$ cat src/rtl/drum_pkg.sv
// drum_pkg: shared widths, saturation limits and pacer state encoding
// for the drum-mesh audio path.
package drum_pkg;
    localparam int Q_W   = 18;
    localparam int AUD_W = 32;
    localparam logic [AUD_W-1:0] SAT_MAX = 32'h7FFF_FFFF;
    localparam logic [AUD_W-1:0] SAT_MIN = 32'h8000_0000;
    typedef enum logic [2:0] {
        S_IDLE    = 3'd0,
        S_KICK    = 3'd1,
        S_DROP    = 3'd2,
        S_WAIT    = 3'd3,
        S_CAPTURE = 3'd4,
        S_SEND_L  = 3'd5,
        S_SEND_R  = 3'd6
    } pacer_state_t;
endpackage

$ cat src/rtl/drum_sample_format.sv
// drum_sample_format: signed Q1.17 sample to 32-bit audio word, left-shifted
// by 14+GAIN_SHIFT with saturation when the shifted value no longer fits.
module drum_sample_format
    import drum_pkg::*;
#(
    parameter int GAIN_SHIFT = 0
) (
    input  logic [Q_W-1:0]   i_x,
    output logic [AUD_W-1:0] o_y
);
    localparam int SH = 14 + GAIN_SHIFT;
    localparam int WW = Q_W + SH;
    logic [WW-1:0] w_wide;
    logic          w_ovf;
    // Overflow when any bit above the result's sign bit disagrees with the sign.
    always_comb begin
        w_wide = {i_x, {SH{1'b0}}};
        w_ovf  = w_wide[WW-1:AUD_W-1] != {(WW-AUD_W+1){i_x[Q_W-1]}};
        o_y    = w_ovf ? (i_x[Q_W-1] ? SAT_MIN : SAT_MAX) : w_wide[AUD_W-1:0];
    end
endmodule

$ cat src/rtl/drum_audio_pacer.sv
// drum_audio_pacer: kicks mesh iterations, waits for all columns, then streams
// the center sample as a left/right audio pair under sink back-pressure.
module drum_audio_pacer
    import drum_pkg::*;
#(
    parameter int N_COLS     = 32,
    parameter int GAIN_SHIFT = 0,
    parameter int TIMEOUT    = 4095
) (
    input  logic              clk,
    input  logic              reset,
    input  logic              run,
    input  logic [N_COLS-1:0] columns_done,
    input  logic [Q_W-1:0]    center_node,
    output logic              iteration_enable,
    output logic [AUD_W-1:0]  aud_data,
    output logic              aud_chan,
    output logic              aud_valid,
    input  logic              aud_ready,
    output logic [15:0]       iter_cycles,
    output logic [15:0]       sample_count,
    output logic              timeout_err,
    output logic              busy
);
    localparam logic [15:0] TO = 16'(TIMEOUT);
    pacer_state_t   r_state;
    logic [Q_W-1:0] r_sample;
    logic [15:0]    r_cnt, r_iter, r_count;
    logic           r_en, r_chan, r_valid, r_timeout, r_busy;
    logic           w_all_done;
    logic [AUD_W-1:0] w_word;

    assign w_all_done = &columns_done;

    drum_sample_format #(.GAIN_SHIFT(GAIN_SHIFT)) u_fmt (
        .i_x (r_sample),
        .o_y (w_word)
    );

    // Outputs are registered alongside the state they belong to.
    always_ff @(posedge clk) begin
        if (reset) begin
            r_state   <= S_IDLE;
            r_sample  <= '0;
            r_cnt     <= '0;
            r_iter    <= '0;
            r_count   <= '0;
            r_en      <= 1'b0;
            r_chan    <= 1'b0;
            r_valid   <= 1'b0;
            r_timeout <= 1'b0;
            r_busy    <= 1'b0;
        end else begin
            r_en <= 1'b0;
            case (r_state)
                S_IDLE: if (run && w_all_done && !r_timeout) begin
                    r_state <= S_KICK;
                    r_en    <= 1'b1;
                    r_busy  <= 1'b1;
                end
                S_KICK: begin
                    r_cnt   <= '0;
                    r_state <= S_DROP;
                end
                S_DROP: begin
                    r_cnt   <= r_cnt + 16'd1;
                    r_state <= S_WAIT;
                end
                S_WAIT: begin
                    r_cnt <= (r_cnt == 16'hFFFF) ? r_cnt : r_cnt + 16'd1;
                    if (w_all_done) begin
                        r_iter  <= r_cnt;
                        r_state <= S_CAPTURE;
                    end else if (r_cnt == TO) begin
                        r_timeout <= 1'b1;
                        r_busy    <= 1'b0;
                        r_state   <= S_IDLE;
                    end
                end
                S_CAPTURE: begin
                    r_sample <= center_node;
                    r_valid  <= 1'b1;
                    r_chan   <= 1'b0;
                    r_state  <= S_SEND_L;
                end
                S_SEND_L: if (aud_ready) begin
                    r_chan  <= 1'b1;
                    r_state <= S_SEND_R;
                end
                S_SEND_R: if (aud_ready) begin
                    r_valid <= 1'b0;
                    r_count <= r_count + 16'd1;
                    r_en    <= run;
                    r_busy  <= run;
                    r_state <= run ? S_KICK : S_IDLE;
                end
                default: r_state <= S_IDLE;
            endcase
        end
    end

    assign iteration_enable = r_en;
    assign aud_data         = w_word;
    assign aud_chan         = r_chan;
    assign aud_valid        = r_valid;
    assign iter_cycles      = r_iter;
    assign sample_count     = r_count;
    assign timeout_err      = r_timeout;
    assign busy             = r_busy;
endmodule

$ cat config.mk
export PLATFORM = sky130hd
export DESIGN_NAME = drum_audio_pacer
export DESIGN_NICKNAME = d
export VERILOG_FILES = /design/src/rtl/drum_pkg.sv /design/src/rtl/drum_sample_format.sv /design/src/rtl/drum_audio_pacer.sv
export SDC_FILE = /design/constraint.sdc
export NUM_CORES = 1
export LEC_CHECK = 0
export BUFFER_PORTS_ARGS = -buffer_cell sky130_fd_sc_hd__clkbuf_2
export CORE_MARGIN = 5
export CORE_UTILIZATION = 35
export DETAILED_ROUTE_END_ITERATION = 7
export PLACE_DENSITY = 0.66
export SETUP_SLACK_MARGIN = 0.3
export SLEW_MARGIN = 20
export SYNTH_ARGS = -nofsm -noshare
export SYNTH_HDL_FRONTEND = slang
export SYNTH_SLANG_ARGS = --single-unit
$ cat constraint.sdc
create_clock -name clk -period 3.45 [get_ports clk]
set_input_delay 0.5175 -clock clk [delete_from_list [all_inputs] [get_ports clk]]
set_output_delay 0.5175 -clock clk [all_outputs]
set_load 0.005 [all_outputs]
---- After elaboration in Yosys (flattened, before gate mapping) ----
Index checks and enable logic that the tools add are counted.
cells by class
  $add $sub $neg .......................... 2
  multipliers ............................. 0
  divide/modulo/power cells ............... 0
  order comparisons ....................... 0
  eq/ne operators ......................... 15
  shifts and indexed selects .............. 0
  mux-type cells .......................... 21
  bitwise gates (word level) .............. 1
  reduce and logical (&&, ||, !) cells .... 17
operators with widths
  cell                     count
  $pmux W16 S3             1
  $reduce_and A33 Y1       1
  $add A16 B1 Y16 const B  2
  $reduce_and A32 Y1       1
  $pmux W3 S7              1
  $eq A16 B12 Y1 const B   1
  $eq A16 B16 Y1 const B   1
  $mux W16                 1
  $mux W3                  5
  $ne A2 B2 Y1 const B     6
  $eq A3 B3 Y1 const B     3
  $mux W1                  9
  $reduce_and A2 Y1        4
  $eq A3 B2 Y1 const B     2
  $pmux W1 S2              3
  $reduce_bool A3 Y1       2
  $reduce_and A5 Y1        1
  $reduce_and A4 Y1        1
  $reduce_bool A2 Y1       2
  $eq A3 B1 Y1 const B     1
  $logic_not A3 Y1         1
  $ne A3 B3 Y1 const B     1
  $pmux W1 S3              1
  $reduce_and A3 Y1        1
  other kinds (3)          4
word-level totals
  register bits ........................... 74
  bits in latches ......................... 0
  RAM bits ................................ 0
  memory bits (read-only) ................. 0
  bits of input ports ..................... 54
  output and inout port bits .............. 69
  logic and storage cells ................. 66
  memories ................................ 0

---- Depth between registers and ports, before layout ----
Gate-level depths: netlist (run 1).
  depth after elaboration ................. 5
  gate-level depth with buffers ........... 8
  gate-level depth less buffers ........... 6

---- Cells and area by module ----
A second synthesis (run 1) with hierarchy kept.
unflattened totals
  cells, all modules ...................... 405
  area total of the unflattened synthesis .. 3525.9 um^2
by module, submodules not included
  module              times used  cells each  area each (um^2)
  drum_audio_pacer    1           372         3281.9
  drum_sample_format  1           33          244.0

---- Worst setup path before layout (run 1) ----
No wires, ideal clock.
  path type ............................... input-to-reg
  from .................................... input columns_done[14]
  to ...................................... register r_busy (netlist: busy)
  setup time .............................. 0.092 ns
  arrival ................................. 1.654 ns
  data required time ...................... 3.358 ns
  setup slack ............................. 1.704 ns
  stages .................................. 5
  path buffers ............................ 0
  cell sequence ........................... nand4_1 -> nor4_2 -> nand2_1 -> o41a_1 -> nor4_1
on the way
  word-level cells in the longest chain between the ends .. 5
ends and longest elaborated chain
  item                               RTL line                RTL
  start, declared                    drum_audio_pacer.sv:13  input logic [N_COLS-1:0] columns_done,
  $reduce_and A32 Y1 *               drum_audio_pacer.sv:33  assign w_all_done = &columns_done;
  $logic_and A1 B1 Y1 (2 in series)  drum_audio_pacer.sv:56  S_IDLE: if (run && w_all_done && !r_timeout) begin
  $ne A2 B2 Y1 (no line)             n/a
  $reduce_and A5 Y1 (no line) *      n/a
  end signal, assigned               drum_audio_pacer.sv:94  r_busy <= run;
  end, declared                      drum_audio_pacer.sv:29  logic r_en, r_chan, r_valid, r_timeout, r_busy;
Mark *: on every way between the ends. The rest lies on a longest branch, timed or not.
A chain may end at the register's enable or synchronous reset.

---- Final worst setup path (run 1) ----
  from .................................... register r_state[1]
  to ...................................... register r_cnt[15]
on the way
  word-level cells in the longest chain between the ends .. 3
ends and longest elaborated chain
  item                                                          RTL line                RTL
  start, declared                                               drum_audio_pacer.sv:26  pacer_state_t r_state;
  start signal, assigned                                        drum_audio_pacer.sv:95  r_state <= run ? S_KICK : S_IDLE;
  $eq A3 B2 Y1 or $eq A3 B1 Y1 (tied branches)                  drum_audio_pacer.sv:55  case (r_state)
  $ne A2 B2 Y1 (no line) or $reduce_bool A3 Y1 (tied branches)  n/a
  $reduce_and A2 Y1 (no line)                                   n/a
  end signal, assigned                                          drum_audio_pacer.sv:66  r_cnt <= r_cnt + 16'd1;
  end signal, assigned                                          drum_audio_pacer.sv:70  r_cnt <= (r_cnt == 16'hFFFF) ? r_cnt : r_cnt + 16'd1;
  end, declared                                                 drum_audio_pacer.sv:28  logic [15:0] r_cnt, r_iter, r_count;
Parallel ways exist; a longest one is shown, timed or not.

==> results of run 1 <==
[cell type report]
cell class                 count  area [um^2]  area share
sequential                    74         1480       0.356
timing repair buffer         111          563       0.135
tap                          133          166      0.0400
multi-input combinational    287         1740       0.419
clock inverter                 5         55.1      0.0132
inverter                       3         11.3     0.00271
clock buffer                  10          138      0.0331
[layer usage]
| metal | vias up | routed length, um |
|---|---|---|
| met5 | - | 0 |
| met4 | 0 | 93 |
| met3 | 12 | 493 |
| met2 | 74 | 3830 |
| met1 | 1365 | 3400 |
| li1 | 1498 | - |
[sequential cells by signal, summed over array words and instances, names as in the netlist]
| register | cells |
|---|---|
| r_state | 3 |
| aud_chan | 1 |
| aud_valid | 1 |
| busy | 1 |
| r_sample | 18 |
| sample_count | 16 |
| r_cnt | 16 |
| timeout_err | 1 |
| iteration_enable | 1 |
| iter_cycles | 16 |
[power groups by stage]
stage	Combinational, mW	Clock (mW)	Sequential (mW)
2_1_floorplan	0.0310	0	0.873
3_3_place_gp	0.0534	0	0.873
3_5_place_dp	0.0543	0	0.873
4_1_cts	0.0546	0.689	0.853
5_1_grt	0.0614	0.726	0.853
6_report	0.0541	0.653	0.853
[worst min-delay path by stage]
| stage | start | end | slack, ps |
|---|---|---|---|
| floorplan | r_sample[0]$_SDFFE_PP0P_ | r_sample[0]$_SDFFE_PP0P_ | 450 |
| global placement | r_sample[14]$_SDFFE_PP0P_ | r_sample[14]$_SDFFE_PP0P_ | 440 |
| detailed placement | r_sample[15]$_SDFFE_PP0P_ | r_sample[15]$_SDFFE_PP0P_ | 450 |
| CTS | center_node[5] | r_sample[5]$_SDFFE_PP0P_ | 370 |
| global route | center_node[3] | r_sample[3]$_SDFFE_PP0P_ | 380 |
| finish | center_node[5] | r_sample[5]$_SDFFE_PP0P_ | 390 |
[cell families (layout without fill, tap and decap cells)]
| logic type | Yosys count | after routing | share of synthesized area |
|---|---|---|---|
| buffers and inverters | 39 | 129 | 0.0649 |
| XOR/XNOR | 32 | 32 | 0.0827 |
| multiplexers | 17 | 17 | 0.0502 |
| AND/OR/NAND/NOR | 174 | 174 | 0.259 |
| flip-flops | 74 | 74 | 0.437 |
| AO/OA/AOI/OAI | 48 | 48 | 0.0974 |
| adder cells (fa/ha/maj) | 2 | 2 | 0.00738 |
| other | 1 | 14 | 0.00111 |
[metrics by stage]
stage	utilization	power (mW)	hold WS [ps]
3_5_place_dp	0.413	0.928	447
4_1_cts	0.433	1.60	369
2_1_floorplan	-	0.904	453
3_3_place_gp	0.413	0.927	442
5_1_grt	0.433	1.64	378
6_report	0.433	1.56	392
[worst max-delay path, stage by stage (launching register included)]
cell and delay, ps:
sky130_fd_sc_hd__dfxtp_1 650, sky130_fd_sc_hd__o21ba_1 480, sky130_fd_sc_hd__nand4_2 290, sky130_fd_sc_hd__a2111oi_2 430, sky130_fd_sc_hd__xnor2_1 170, sky130_fd_sc_hd__nor2_1 50
[cell usage in the layout, fill, tap and decap left out, types with 5 or more instances in the layout]
master and count:
sky130_fd_sc_hd__a211oi_1 5, sky130_fd_sc_hd__a21oi_1 26, sky130_fd_sc_hd__clkbuf_2 108, sky130_fd_sc_hd__clkbuf_8 10, sky130_fd_sc_hd__conb_1 14, sky130_fd_sc_hd__dfxtp_1 74
sky130_fd_sc_hd__mux2i_1 17, sky130_fd_sc_hd__nand2_1 53, sky130_fd_sc_hd__nand3_1 10, sky130_fd_sc_hd__nand4_1 19, sky130_fd_sc_hd__nor2_1 60, sky130_fd_sc_hd__xnor2_1 14
sky130_fd_sc_hd__xor2_1 18
==> impl_metrics.xml, run 1 <==
<?xml version="1.0" encoding="UTF-8"?>
<metrics>
  <group name="grt">
    <metric name="pin_count_of_the_biggest_net_entering_global_routing" unit="">34</metric>
    <metric name="grt_util_all_layers" unit="">0.139</metric>
    <metric name="grtUsageMet3" unit="">0.0364</metric>
    <metric name="global_routing_usage_on_met1" unit="">0.160</metric>
    <metric name="globalRouteMet2Util" unit="">0.250</metric>
    <metric name="grt.overflow.total" unit="">0</metric>
    <metric name="grt_max_usage_layer" unit="">met2</metric>
    <metric name="grt_pass1_wl" unit="um">13200</metric>
    <metric name="initial_antenna_violation_count" unit="">0</metric>
    <metric name="grt_pass1_vias" unit="">2937</metric>
  </group>
  <group name="setup_path">
    <metric name="crit_path_end_kind" unit="">flop</metric>
    <metric name="setup.worst_path.start" unit="">r_state[1]$_SDFFE_PP0P_</metric>
    <metric name="rr_startpoint" unit="">r_state[1]$_SDFFE_PP0P_</metric>
    <metric name="flop2flop_setup_slack" unit="ps">1260</metric>
    <metric name="timing.critical_path.required" unit="ps">3670</metric>
    <metric name="crit_path_arrival_time" unit="ps">2410</metric>
    <metric name="r2r_end" unit="">r_cnt[15]$_SDFFE_PP0P_</metric>
    <metric name="reg2reg_depth" unit="">5</metric>
    <metric name="cp-start-kind" unit="">flop</metric>
    <metric name="worstSetupEndpoint" unit="">r_cnt[15]$_SDFFE_PP0P_</metric>
    <metric name="critical_path_peak_fanout" unit="">14</metric>
    <metric name="timing_worst_setup_path_type" unit="">reg2reg</metric>
  </group>
  <group name="clock_network">
    <metric name="tritoncts" unit="">done</metric>
    <metric name="post-cts-setup-buffer-count" unit="">0</metric>
    <metric name="cts_buffer_depth" unit="">2</metric>
    <metric name="num_clock_sinks" unit="">74</metric>
    <metric name="quantity_of_gates_resized_following_cts" unit="">0</metric>
    <metric name="h-tree-depth" unit="">3</metric>
    <metric name="cts_made_buffers" unit="">9</metric>
    <metric name="worst_skew_pair.late_latency" unit="ps">340</metric>
    <metric name="cts.reportedPaths.clkPinSlew" unit="ps">70</metric>
    <metric name="clock-root-buffer" unit="">sky130_fd_sc_hd__clkbuf_8</metric>
    <metric name="cts_hold_repair.buffers" unit="">0</metric>
  </group>
  <group name="timing">
    <metric name="fin_worst_skew" unit="ps">7.79</metric>
    <metric name="final_max_slew_viol_count" unit="">0</metric>
    <metric name="setup_violations" unit="">0</metric>
    <metric name="grt_setup_unrepaired" unit="">false</metric>
    <metric name="layout_min_cycle_time" unit="ps">2190</metric>
    <metric name="final_hold_viol_count" unit="">0</metric>
    <metric name="worst_slack" unit="ps">1260</metric>
    <metric name="layout_worst_path_cycle_share" unit="">0.634</metric>
    <metric name="max_clock_freq" unit="MHz">457</metric>
    <metric name="fin_tns_setup" unit="ps">0</metric>
    <metric name="worst_slew_margin_rel" unit="">0.513</metric>
    <metric name="actual_transition_at_the_worst_max_transition_pin" unit="ps">727</metric>
  </group>
  <group name="detailed_routing">
    <metric name="drt-vias-per-instance" unit="">4.73</metric>
    <metric name="drcViolationCount" unit="">0</metric>
    <metric name="antenna_violating_nets_post_route" unit="">0</metric>
    <metric name="post_drt_wl_per_cell" unit="um">12.5</metric>
    <metric name="routed-via-count" unit="">2949</metric>
    <metric name="detailedRoute.firstPassIterationCount" unit="">4</metric>
    <metric name="detail_route.iter0.violations" unit="">130</metric>
    <metric name="route.final.wire_length" unit="um">7810</metric>
  </group>
  <group name="finish">
    <metric name="layout.cells.non_filler" unit="">623</metric>
    <metric name="share_of_cells_above_drive_strength_1" unit="">0.292</metric>
    <metric name="final_cell_area" unit="mm^2">0.00416</metric>
    <metric name="n_fill_cell" unit="">963</metric>
    <metric name="nNetsFinal" unit="">542</metric>
    <metric name="area_growth_syn_to_layout" unit="%">22.6</metric>
    <metric name="diodes" unit="">0</metric>
  </group>
  <group name="place">
    <metric name="routabilityCongestion" unit="">0.786</metric>
    <metric name="placed_area" unit="mm^2">0.00397</metric>
    <metric name="buffer_ports.inserted" unit="">108</metric>
    <metric name="place.detailed.instances" unit="">608</metric>
    <metric name="detailedPlacementHpwl" unit="um">5890</metric>
    <metric name="pre_cts_ws" unit="ps">1310</metric>
  </group>
  <group name="logic_synthesis">
    <metric name="synth_largest_area_cell" unit="">sky130_fd_sc_hd__dfxtp_1</metric>
    <metric name="synthArstFlopShare" unit="">0</metric>
    <metric name="synth_edf_count" unit="">0</metric>
    <metric name="post_synth_main_area_contributors" unit="">sky130_fd_sc_hd__dfxtp_1, sky130_fd_sc_hd__nor2_1, sky130_fd_sc_hd__nand2_1</metric>
    <metric name="ys_warn_count" unit="">0</metric>
    <metric name="synth.ff_latch_count" unit="">74</metric>
    <metric name="synth_commonest_cells" unit="">sky130_fd_sc_hd__dfxtp_1, sky130_fd_sc_hd__nor2_1, sky130_fd_sc_hd__nand2_1, sky130_fd_sc_hd__a21oi_1, sky130_fd_sc_hd__nand4_1</metric>
    <metric name="synth_flop_cell" unit="">sky130_fd_sc_hd__dfxtp_1</metric>
    <metric name="postSynthAreaPerCell" unit="um^2">8.76</metric>
    <metric name="post_synth_num_cell_types" unit="">48</metric>
    <metric name="synth_cells" unit="">387</metric>
    <metric name="dominant_cell_by_count_in_the_synthesized_netlist" unit="">sky130_fd_sc_hd__dfxtp_1</metric>
    <metric name="synth_area" unit="mm^2">0.00339</metric>
    <metric name="netlist.area_leader.share" unit="">0.437</metric>
    <metric name="ys_seq_area_frac" unit="">0.437</metric>
  </group>
  <group name="floorplan">
    <metric name="total_die_area" unit="mm^2">0.0118</metric>
    <metric name="dieWidth" unit="um">108</metric>
    <metric name="io_pins" unit="">123</metric>
    <metric name="start_util" unit="">0.353</metric>
    <metric name="rows" unit="">36</metric>
    <metric name="area_inside_the_core_boundary" unit="mm^2">0.00959</metric>
    <metric name="dieHeight" unit="um">108</metric>
  </group>
  <group name="power">
    <metric name="cellLeakagePower" unit="nW">1.84</metric>
    <metric name="p_sw" unit="mW">0.336</metric>
    <metric name="ir_worst_vdd" unit="uV">203</metric>
    <metric name="combinational_share_of_power" unit="">0.035</metric>
    <metric name="power_per_cell_area" unit="mW/mm^2">375</metric>
    <metric name="pwr-share-seq" unit="">0.547</metric>
    <metric name="p_sw_frac" unit="">0.215</metric>
    <metric name="internal_power" unit="mW">1.23</metric>
    <metric name="power.clock.fraction" unit="">0.419</metric>
  </group>
  <group name="flow_run">
    <metric name="maximum_capacitance_violations" unit="">0</metric>
  </group>
  <group name="worst_hold_path">
    <metric name="hold_path_depth" unit="">3</metric>
    <metric name="min_path_type" unit="">in2reg</metric>
  </group>
  <group name="outcome">
    <metric name="status" unit="">completed</metric>
  </group>
</metrics>
No activity file was read; power rests on OpenSTA's default activity.
==> inputs of run 2 (changes only) <==
--- a/config.mk
+++ b/config.mk
@@ -5,11 +5,12 @@
 export SDC_FILE = /design/constraint.sdc
 export NUM_CORES = 1
 export LEC_CHECK = 0
+export ABC_AREA = 1
 export BUFFER_PORTS_ARGS = -buffer_cell sky130_fd_sc_hd__clkbuf_2
 export CORE_MARGIN = 5
 export CORE_UTILIZATION = 35
 export DETAILED_ROUTE_END_ITERATION = 7
-export PLACE_DENSITY = 0.66
+export PLACE_DENSITY = 0.68
 export SETUP_SLACK_MARGIN = 0.3
 export SLEW_MARGIN = 20
 export SYNTH_ARGS = -nofsm -noshare
==> constraint.sdc (replaced) <==
create_clock -name clk -period 2 [get_ports clk]
set_input_delay 0.3 -clock clk [delete_from_list [all_inputs] [get_ports clk]]
set_output_delay 0.3 -clock clk [all_outputs]
set_load 0.005 [all_outputs]
==> run 2 against run 1 <==
Effect of this change:
- clock-buffer cell count is 2 higher
- clock power is 90% higher
- flip-flop and latch count stayed put
- clock skew is 0.96 ps higher
- critical path depth is 5 higher
- largest cell class unchanged
- sequential power is 84% higher
- global-route usage is 1.1 points higher
- final cell count is 25% higher
- area after synthesis is 5.2% higher
==> impl_metrics.xml, run 2 <==
<?xml version="1.0" encoding="UTF-8"?>
<metrics>
  <group name="clock_network">
    <metric name="cts.reportedPaths.clkPinSlew" unit="ps">80</metric>
    <metric name="clock-root-buffer" unit="">sky130_fd_sc_hd__clkbuf_8</metric>
    <metric name="cts_buffer_depth" unit="">2</metric>
    <metric name="num_clock_sinks" unit="">74</metric>
    <metric name="tritoncts" unit="">done</metric>
    <metric name="h-tree-depth" unit="">3</metric>
    <metric name="cts_made_buffers" unit="">9</metric>
    <metric name="worst_skew_pair.late_latency" unit="ps">340</metric>
    <metric name="cts_hold_repair.buffers" unit="">0</metric>
  </group>
  <group name="timing">
    <metric name="final_max_slew_viol_count" unit="">0</metric>
    <metric name="layout_worst_path_cycle_share" unit="">0.820</metric>
    <metric name="worst_slew_margin_rel" unit="">0.598</metric>
    <metric name="setup_violations" unit="">0</metric>
    <metric name="fin_tns_setup" unit="ps">0</metric>
    <metric name="grt_setup_unrepaired" unit="">false</metric>
    <metric name="final_hold_viol_count" unit="">0</metric>
    <metric name="max_clock_freq" unit="MHz">610</metric>
    <metric name="actual_transition_at_the_worst_max_transition_pin" unit="ps">602</metric>
    <metric name="layout_min_cycle_time" unit="ps">1640</metric>
    <metric name="fin_worst_skew" unit="ps">8.75</metric>
  </group>
  <group name="setup_path">
    <metric name="crit_path_max_incr_delay" unit="ps">370</metric>
    <metric name="r2r_end" unit="">r_cnt[0]$_SDFFE_PP0P_</metric>
    <metric name="timing.critical_path.required" unit="ps">2280</metric>
    <metric name="critical_path_peak_fanout" unit="">6</metric>
    <metric name="cp-start-kind" unit="">flop</metric>
    <metric name="cp_cell_sequence" unit="">ha_4 &gt; inv_4 &gt; nor2_4 &gt; nand2_2 &gt; inv_2 &gt; nand3_1 &gt; nand3_2 &gt; buf_6 &gt; or2_2 &gt; a21oi_2</metric>
    <metric name="crit_path_arrival_time" unit="ps">1920</metric>
    <metric name="critical-path-slowest-cell" unit="">sky130_fd_sc_hd__dfxtp_4</metric>
    <metric name="reg2reg_depth" unit="">10</metric>
    <metric name="timing_worst_setup_path_type" unit="">reg2reg</metric>
    <metric name="worstSetupEndpoint" unit="">r_cnt[0]$_SDFFE_PP0P_</metric>
    <metric name="flop2flop_setup_slack" unit="ps">360</metric>
    <metric name="crit_path_end_kind" unit="">flop</metric>
    <metric name="setup.worst_path.start" unit="">r_cnt[0]$_SDFFE_PP0P_</metric>
    <metric name="rr_startpoint" unit="">r_cnt[0]$_SDFFE_PP0P_</metric>
  </group>
  <group name="detailed_routing">
    <metric name="detailedRoute.firstPassIterationCount" unit="">4</metric>
    <metric name="antenna_violating_nets_post_route" unit="">0</metric>
    <metric name="routed-via-count" unit="">3612</metric>
    <metric name="drcViolationCount" unit="">0</metric>
    <metric name="route.final.wire_length" unit="um">9300</metric>
    <metric name="detail_route.iter0.violations" unit="">151</metric>
    <metric name="drt-vias-per-instance" unit="">4.64</metric>
    <metric name="post_drt_wl_per_cell" unit="um">11.9</metric>
  </group>
  <group name="place">
    <metric name="routabilityCongestion" unit="">0.894</metric>
    <metric name="place.detailed.instances" unit="">761</metric>
    <metric name="detailedPlacementHpwl" unit="um">6930</metric>
    <metric name="buffer_ports.inserted" unit="">108</metric>
  </group>
  <group name="floorplan">
    <metric name="rows" unit="">36</metric>
    <metric name="io_pins" unit="">123</metric>
    <metric name="total_die_area" unit="mm^2">0.0123</metric>
    <metric name="dieHeight" unit="um">111</metric>
    <metric name="start_util" unit="">0.362</metric>
    <metric name="dieWidth" unit="um">111</metric>
    <metric name="area_inside_the_core_boundary" unit="mm^2">0.00986</metric>
  </group>
  <group name="outcome">
    <metric name="status" unit="">completed</metric>
  </group>
  <group name="logic_synthesis">
    <metric name="ys_warn_count" unit="">0</metric>
    <metric name="synth_largest_area_cell" unit="">sky130_fd_sc_hd__dfxtp_1</metric>
    <metric name="dominant_cell_by_count_in_the_synthesized_netlist" unit="">sky130_fd_sc_hd__nand2_1</metric>
    <metric name="netlist.area_leader.share" unit="">0.415</metric>
    <metric name="ys_seq_area_frac" unit="">0.415</metric>
    <metric name="post_synth_main_area_contributors" unit="">sky130_fd_sc_hd__dfxtp_1, sky130_fd_sc_hd__nand2_1, sky130_fd_sc_hd__nor2_1</metric>
    <metric name="synth_flop_cell" unit="">sky130_fd_sc_hd__dfxtp_1</metric>
    <metric name="synth_cells" unit="">527</metric>
    <metric name="synth_area" unit="mm^2">0.00357</metric>
    <metric name="synth.ff_latch_count" unit="">74</metric>
    <metric name="synth_commonest_cells" unit="">sky130_fd_sc_hd__nand2_1, sky130_fd_sc_hd__nor2_1, sky130_fd_sc_hd__dfxtp_1, sky130_fd_sc_hd__inv_1, sky130_fd_sc_hd__a21oi_1</metric>
    <metric name="synth_edf_count" unit="">0</metric>
    <metric name="post_synth_num_cell_types" unit="">32</metric>
    <metric name="synthArstFlopShare" unit="">0</metric>
    <metric name="postSynthAreaPerCell" unit="um^2">6.77</metric>
  </group>
  <group name="grt">
    <metric name="grt_pass1_wl" unit="um">15700</metric>
    <metric name="pin_count_of_the_biggest_net_entering_global_routing" unit="">27</metric>
    <metric name="grt_pass1_vias" unit="">3433</metric>
    <metric name="grt_util_all_layers" unit="">0.150</metric>
    <metric name="initial_antenna_violation_count" unit="">0</metric>
    <metric name="grt.overflow.total" unit="">0</metric>
  </group>
  <group name="finish">
    <metric name="total_area_of_multi_input_combinational_cells" unit="mm^2">0.00184</metric>
    <metric name="ff_latch_area" unit="mm^2">0.00149</metric>
    <metric name="registers.top_by_ff_count" unit="">r_sample</metric>
    <metric name="number_of_flip_flops_in_the_largest_register" unit="">18</metric>
    <metric name="mostFrequentLayoutCells" unit="">sky130_fd_sc_hd__nand2_1, sky130_fd_sc_hd__clkbuf_2, sky130_fd_sc_hd__nor2_1</metric>
    <metric name="area_growth_syn_to_layout" unit="%">26.1</metric>
    <metric name="n_fill_cell" unit="">1004</metric>
    <metric name="nNetsFinal" unit="">698</metric>
    <metric name="layout_commonest_cell" unit="">sky130_fd_sc_hd__nand2_1</metric>
    <metric name="diodes" unit="">0</metric>
    <metric name="share_of_cells_above_drive_strength_1" unit="">0.260</metric>
    <metric name="layout.cells.non_filler" unit="">779</metric>
  </group>
  <group name="power">
    <metric name="power.clock.fraction" unit="">0.362</metric>
    <metric name="internal_power" unit="mW">2.46</metric>
    <metric name="cellLeakagePower" unit="nW">2.09</metric>
    <metric name="pwr-share-seq" unit="">0.461</metric>
    <metric name="combinational_share_of_power" unit="">0.177</metric>
    <metric name="power_per_cell_area" unit="mW/mm^2">760</metric>
    <metric name="ir_worst_vdd" unit="uV">349</metric>
    <metric name="p_sw_frac" unit="">0.279</metric>
    <metric name="p_sw" unit="mW">0.954</metric>
  </group>
  <group name="worst_hold_path">
    <metric name="min_path_type" unit="">in2reg</metric>
  </group>
  <group name="flow_run">
    <metric name="maximum_capacitance_violations" unit="">0</metric>
  </group>
</metrics>
[run 2: worst min-delay path by stage]
stage                            from                        end  slack [ps]  cells after the start
3_5_place_dp   aud_valid$_SDFFE_PP0P_     aud_valid$_SDFFE_PP0P_         460                      2
5_1_grt               center_node[10]  r_sample[10]$_SDFFE_PP0P_         170                      3
6_report               center_node[1]   r_sample[1]$_SDFFE_PP0P_         180                      3
4_1_cts               center_node[12]  r_sample[12]$_SDFFE_PP0P_         170                      3
3_3_place_gp   aud_valid$_SDFFE_PP0P_     aud_valid$_SDFFE_PP0P_         450                      2
2_1_floorplan          center_node[0]   r_sample[0]$_SDFFE_PP0P_         430                      2
[run 2: final cells by class]
type | count | area share
clock buffer | 12 | 0.0300
clock inverter | 3 | 0.0145
inverter | 46 | 0.0395
multi-input combinational | 392 | 0.408
sequential | 74 | 0.331
tap | 133 | 0.0370
timing repair buffer | 119 | 0.139
[run 2: kinds of logic (layout without fill, tap and decap cells)]
group,Yosys count,in the layout,share of synthesized area
flip-flops,74,74,0.415
AO/OA/AOI/OAI,87,87,0.127
adder cells (fa/ha/maj),2,2,0.00701
buffers and inverters,74,180,0.0982
other,1,14,0.00105
AND/OR/NAND/NOR,287,287,0.346
XOR/XNOR,2,2,0.00491
[run 2: repair_timing]
item | 4_1_cts | 5_1_grt
pin swaps | 0 | 3
endpoints found under the setup margin | 18 | 26
gates cloned | 0 | 0
setup buffers | 1 | 2
endpoints found under the hold margin | 0 | 0
gates resized for setup | 2 | 22
[run 2: worst max-delay path, delay by kind of cell (launching register included)]
kind,cells,cell delay (ps)
adder cells (fa/ha/maj),1,170
AO/OA/AOI/OAI,1,130
AND/OR/NAND/NOR,5,620
flip-flops,1,370
buffers and inverters,3,280
[run 2: routing by layer]
metal,vias up,share of wire,track usage
li1,1899,-,-
met1,1582,0.45,0.189
met2,122,0.46,0.247
met3,9,0.074,0.0382
met4,0,0.016,0.0575
met5,-,0,0
[run 2: per-stage QoR]
stage          power [mW]  area, um^2  hold WS [ps]  worst slack [ps]   util
2_1_floorplan        1.98        3620           435               435      -
4_1_cts              3.37        4420           165               313  0.448
6_report             3.42        4500           177               360  0.456
3_5_place_dp         2.11        4210           457               218  0.426
3_3_place_gp         2.09        4210           451               281  0.426
5_1_grt              3.61        4500           173               283  0.456
[run 2: power by group through the flow]
| stage | clock network, mW | registers (mW) | logic (mW) |
|---|---|---|---|
| final | 1.24 | 1.57 | 0.606 |
| after detailed placement | 0 | 1.59 | 0.519 |
| after CTS | 1.27 | 1.56 | 0.536 |
| after floorplan | 0 | 1.59 | 0.394 |
| after global routing | 1.32 | 1.58 | 0.703 |
| after global placement | 0 | 1.59 | 0.505 |
==> inputs of run 3 (changes only) <==
--- a/config.mk
+++ b/config.mk
@@ -10,7 +10,7 @@
 export CORE_MARGIN = 5
 export CORE_UTILIZATION = 35
 export DETAILED_ROUTE_END_ITERATION = 7
-export PLACE_DENSITY = 0.68
+export PLACE_DENSITY = 0.65
 export SETUP_SLACK_MARGIN = 0.3
 export SLEW_MARGIN = 20
 export SYNTH_ARGS = -nofsm -noshare
==> constraint.sdc (replaced) <==
create_clock -name clk -period 1.7 [get_ports clk]
set_input_delay 0.255 -clock clk [delete_from_list [all_inputs] [get_ports clk]]
set_output_delay 0.255 -clock clk [all_outputs]
set_load 0.005 [all_outputs]
==> run 3 against run 2 <==
Effect of this change:
- worst setup slack lost 200 ps
- critical path depth grew 1
- clock-buffer cell count decreased by 2
- non-clock buffer count up 36
- utilization grew 6.7 points
- register-to-register slack worse by 200 ps
- global-route usage grew 1.7 points
==> impl_metrics.xml, run 3 (synthesized netlist as in run 2, its figures left out) <==
<?xml version="1.0" encoding="UTF-8"?>
<metrics>
  <group name="outcome">
    <metric name="status" unit="">completed</metric>
  </group>
  <group name="detailed_routing">
    <metric name="drcViolationCount" unit="">0</metric>
    <metric name="post_drt_wl_per_cell" unit="um">13.2</metric>
    <metric name="detailedRoute.firstPassIterationCount" unit="">4</metric>
    <metric name="routed-via-count" unit="">3928</metric>
    <metric name="detail_route.iter0.violations" unit="">226</metric>
    <metric name="antenna_violating_nets_post_route" unit="">0</metric>
    <metric name="route.final.wire_length" unit="um">10800</metric>
    <metric name="drt-vias-per-instance" unit="">4.80</metric>
  </group>
  <group name="setup_path">
    <metric name="reg2reg_depth" unit="">11</metric>
    <metric name="timing.critical_path.required" unit="ps">1930</metric>
    <metric name="crit_path_arrival_time" unit="ps">1770</metric>
    <metric name="critical_path_peak_fanout" unit="">6</metric>
    <metric name="setup.worst_path.start" unit="">r_cnt[0]$_SDFFE_PP0P_</metric>
    <metric name="r2r_end" unit="">r_cnt[13]$_SDFFE_PP0P_</metric>
    <metric name="rr_startpoint" unit="">r_cnt[0]$_SDFFE_PP0P_</metric>
    <metric name="cp-start-kind" unit="">flop</metric>
    <metric name="worstSetupEndpoint" unit="">r_cnt[13]$_SDFFE_PP0P_</metric>
    <metric name="flop2flop_setup_slack" unit="ps">160</metric>
    <metric name="crit_path_end_kind" unit="">flop</metric>
    <metric name="timing_worst_setup_path_type" unit="">reg2reg</metric>
  </group>
  <group name="clock_network">
    <metric name="cts_made_buffers" unit="">9</metric>
    <metric name="num_clock_sinks" unit="">74</metric>
    <metric name="cts_hold_repair.buffers" unit="">0</metric>
    <metric name="cts.reportedPaths.clkPinSlew" unit="ps">80</metric>
    <metric name="cts_buffer_depth" unit="">2</metric>
    <metric name="h-tree-depth" unit="">3</metric>
    <metric name="clock-root-buffer" unit="">sky130_fd_sc_hd__clkbuf_8</metric>
    <metric name="tritoncts" unit="">done</metric>
    <metric name="worst_skew_pair.late_latency" unit="ps">350</metric>
  </group>
  <group name="place">
    <metric name="place.detailed.instances" unit="">769</metric>
    <metric name="routabilityCongestion" unit="">0.845</metric>
    <metric name="pre_cts_ws" unit="ps">130</metric>
    <metric name="buffer_ports.inserted" unit="">108</metric>
    <metric name="placed_area" unit="mm^2">0.00432</metric>
    <metric name="detailedPlacementHpwl" unit="um">7310</metric>
  </group>
  <group name="timing">
    <metric name="max_clock_freq" unit="MHz">647</metric>
    <metric name="final_hold_viol_count" unit="">0</metric>
    <metric name="grt_setup_unrepaired" unit="">true</metric>
    <metric name="final_max_slew_viol_count" unit="">0</metric>
    <metric name="layout_min_cycle_time" unit="ps">1540</metric>
    <metric name="layout_worst_path_cycle_share" unit="">0.909</metric>
    <metric name="fin_tns_setup" unit="ps">0</metric>
    <metric name="finalHoldWorstSlack" unit="ps">126</metric>
    <metric name="setup_violations" unit="">0</metric>
    <metric name="fin_worst_skew" unit="ps">13.5</metric>
    <metric name="worst_slack" unit="ps">155</metric>
  </group>
  <group name="floorplan">
    <metric name="area_inside_the_core_boundary" unit="mm^2">0.00986</metric>
    <metric name="start_util" unit="">0.362</metric>
    <metric name="rows" unit="">36</metric>
    <metric name="total_die_area" unit="mm^2">0.0123</metric>
    <metric name="dieWidth" unit="um">111</metric>
    <metric name="io_pins" unit="">123</metric>
    <metric name="dieHeight" unit="um">111</metric>
  </group>
  <group name="finish">
    <metric name="post-route-util" unit="">0.523</metric>
    <metric name="n_fill_cell" unit="">945</metric>
    <metric name="share_of_cells_above_drive_strength_1" unit="">0.401</metric>
    <metric name="number_of_flip_flops_in_the_largest_register" unit="">18</metric>
    <metric name="layout.cells.non_filler" unit="">818</metric>
    <metric name="nNetsFinal" unit="">736</metric>
    <metric name="mostFrequentLayoutCells" unit="">sky130_fd_sc_hd__nand2_1, sky130_fd_sc_hd__clkbuf_2, sky130_fd_sc_hd__nor2_1</metric>
    <metric name="diodes" unit="">0</metric>
    <metric name="total_area_of_multi_input_combinational_cells" unit="mm^2">0.00207</metric>
    <metric name="ff_latch_area" unit="mm^2">0.00153</metric>
    <metric name="layout_commonest_cell" unit="">sky130_fd_sc_hd__nand2_1</metric>
    <metric name="final_cell_area" unit="mm^2">0.00516</metric>
    <metric name="area_growth_syn_to_layout" unit="%">44.6</metric>
    <metric name="registers.top_by_ff_count" unit="">r_sample</metric>
  </group>
  <group name="grt">
    <metric name="grt.overflow.total" unit="">0</metric>
    <metric name="grt_util_all_layers" unit="">0.167</metric>
    <metric name="grt_pass1_wl" unit="um">17400</metric>
    <metric name="initial_antenna_violation_count" unit="">0</metric>
    <metric name="grt_pass1_vias" unit="">3749</metric>
    <metric name="pin_count_of_the_biggest_net_entering_global_routing" unit="">29</metric>
  </group>
  <group name="flow_run">
    <metric name="maximum_capacitance_violations" unit="">0</metric>
  </group>
  <group name="power">
    <metric name="power_per_cell_area" unit="mW/mm^2">787</metric>
    <metric name="ir_worst_vdd" unit="uV">325</metric>
    <metric name="total_power" unit="mW">4.06</metric>
    <metric name="cellLeakagePower" unit="nW">2.43</metric>
  </group>
  <group name="worst_hold_path">
    <metric name="min_path_type" unit="">in2reg</metric>
  </group>
</metrics>
==> run 3: cell count changes in the layout (fill, tap and decap cells not counted), sizes merged <==
| cell | before | now |
|---|---|---|
| clkinvlp | 0 | 6 |
| buf | 11 | 45 |
| bufinv | 2 | 1 |
| inv | 46 | 45 |
| clkinv | 1 | 2 |
==> run 3: cell type report <==
class / count / area share
repair buffers: 155 / 0.192
flip-flops and latches: 74 / 0.296
repair inverters: 2 / 0.00291
well taps: 133 / 0.0323
clock buffers: 10 / 0.0267
multi-input cells: 392 / 0.401
clock inverters: 6 / 0.0124
inverters: 46 / 0.0374
==> run 3: how the worst min path moves through the flow <==
stage / startpoint / cells after the start / to / slack [ps]
after floorplan: center_node[0] / 2 / r_sample[0]$_SDFFE_PP0P_ / 390
after CTS: center_node[7] / 3 / r_sample[7]$_SDFFE_PP0P_ / 110
final: center_node[11] / 3 / r_sample[11]$_SDFFE_PP0P_ / 130
after global routing: center_node[2] / 3 / r_sample[2]$_SDFFE_PP0P_ / 120
after global placement: sample_count[4]$_SDFFE_PP0P_ / 2 / sample_count[4]$_SDFFE_PP0P_ / 450
after detailed placement: sample_count[4]$_SDFFE_PP0P_ / 2 / sample_count[4]$_SDFFE_PP0P_ / 460
==> run 3: where the power goes <==
part	switching (mW)	internal (mW)	total, mW
Sequential	0.0765	1.79	1.86
Combinational	0.490	0.299	0.789
Clock	0.688	0.718	1.41
Total	1.25	2.80	4.06
==> run 3: timing repair <==
item                                    in CTS  in global routing
gates resized for setup                     48                 67
cloned                                       2                  3
setup buffers                               18                 10
pin swaps                                   12                 26
endpoints found under the setup margin      61                 68
==> run 3: critical path, cell delays in order, from the launching register on <==
cell	delay [ps]
sky130_fd_sc_hd__dfxtp_4	380
sky130_fd_sc_hd__ha_4	150
sky130_fd_sc_hd__inv_4	40
sky130_fd_sc_hd__nor2_4	140
sky130_fd_sc_hd__nand2_4	90
sky130_fd_sc_hd__inv_4	80
sky130_fd_sc_hd__nand3_4	80
sky130_fd_sc_hd__nand3_4	120
sky130_fd_sc_hd__buf_6	150
sky130_fd_sc_hd__nor2_4	30
sky130_fd_sc_hd__nor2_2	90
sky130_fd_sc_hd__nor2_1	60
==> run 3: metal layers <==
layer / part of all wire / up-vias / global-route usage
li1: - / 1971 / -
met1: 0.42 / 1802 / 0.202
met2: 0.50 / 142 / 0.288
met4: 0.012 / 0 / 0.0632
met5: 0 / - / 0
met3: 0.072 / 13 / 0.0388
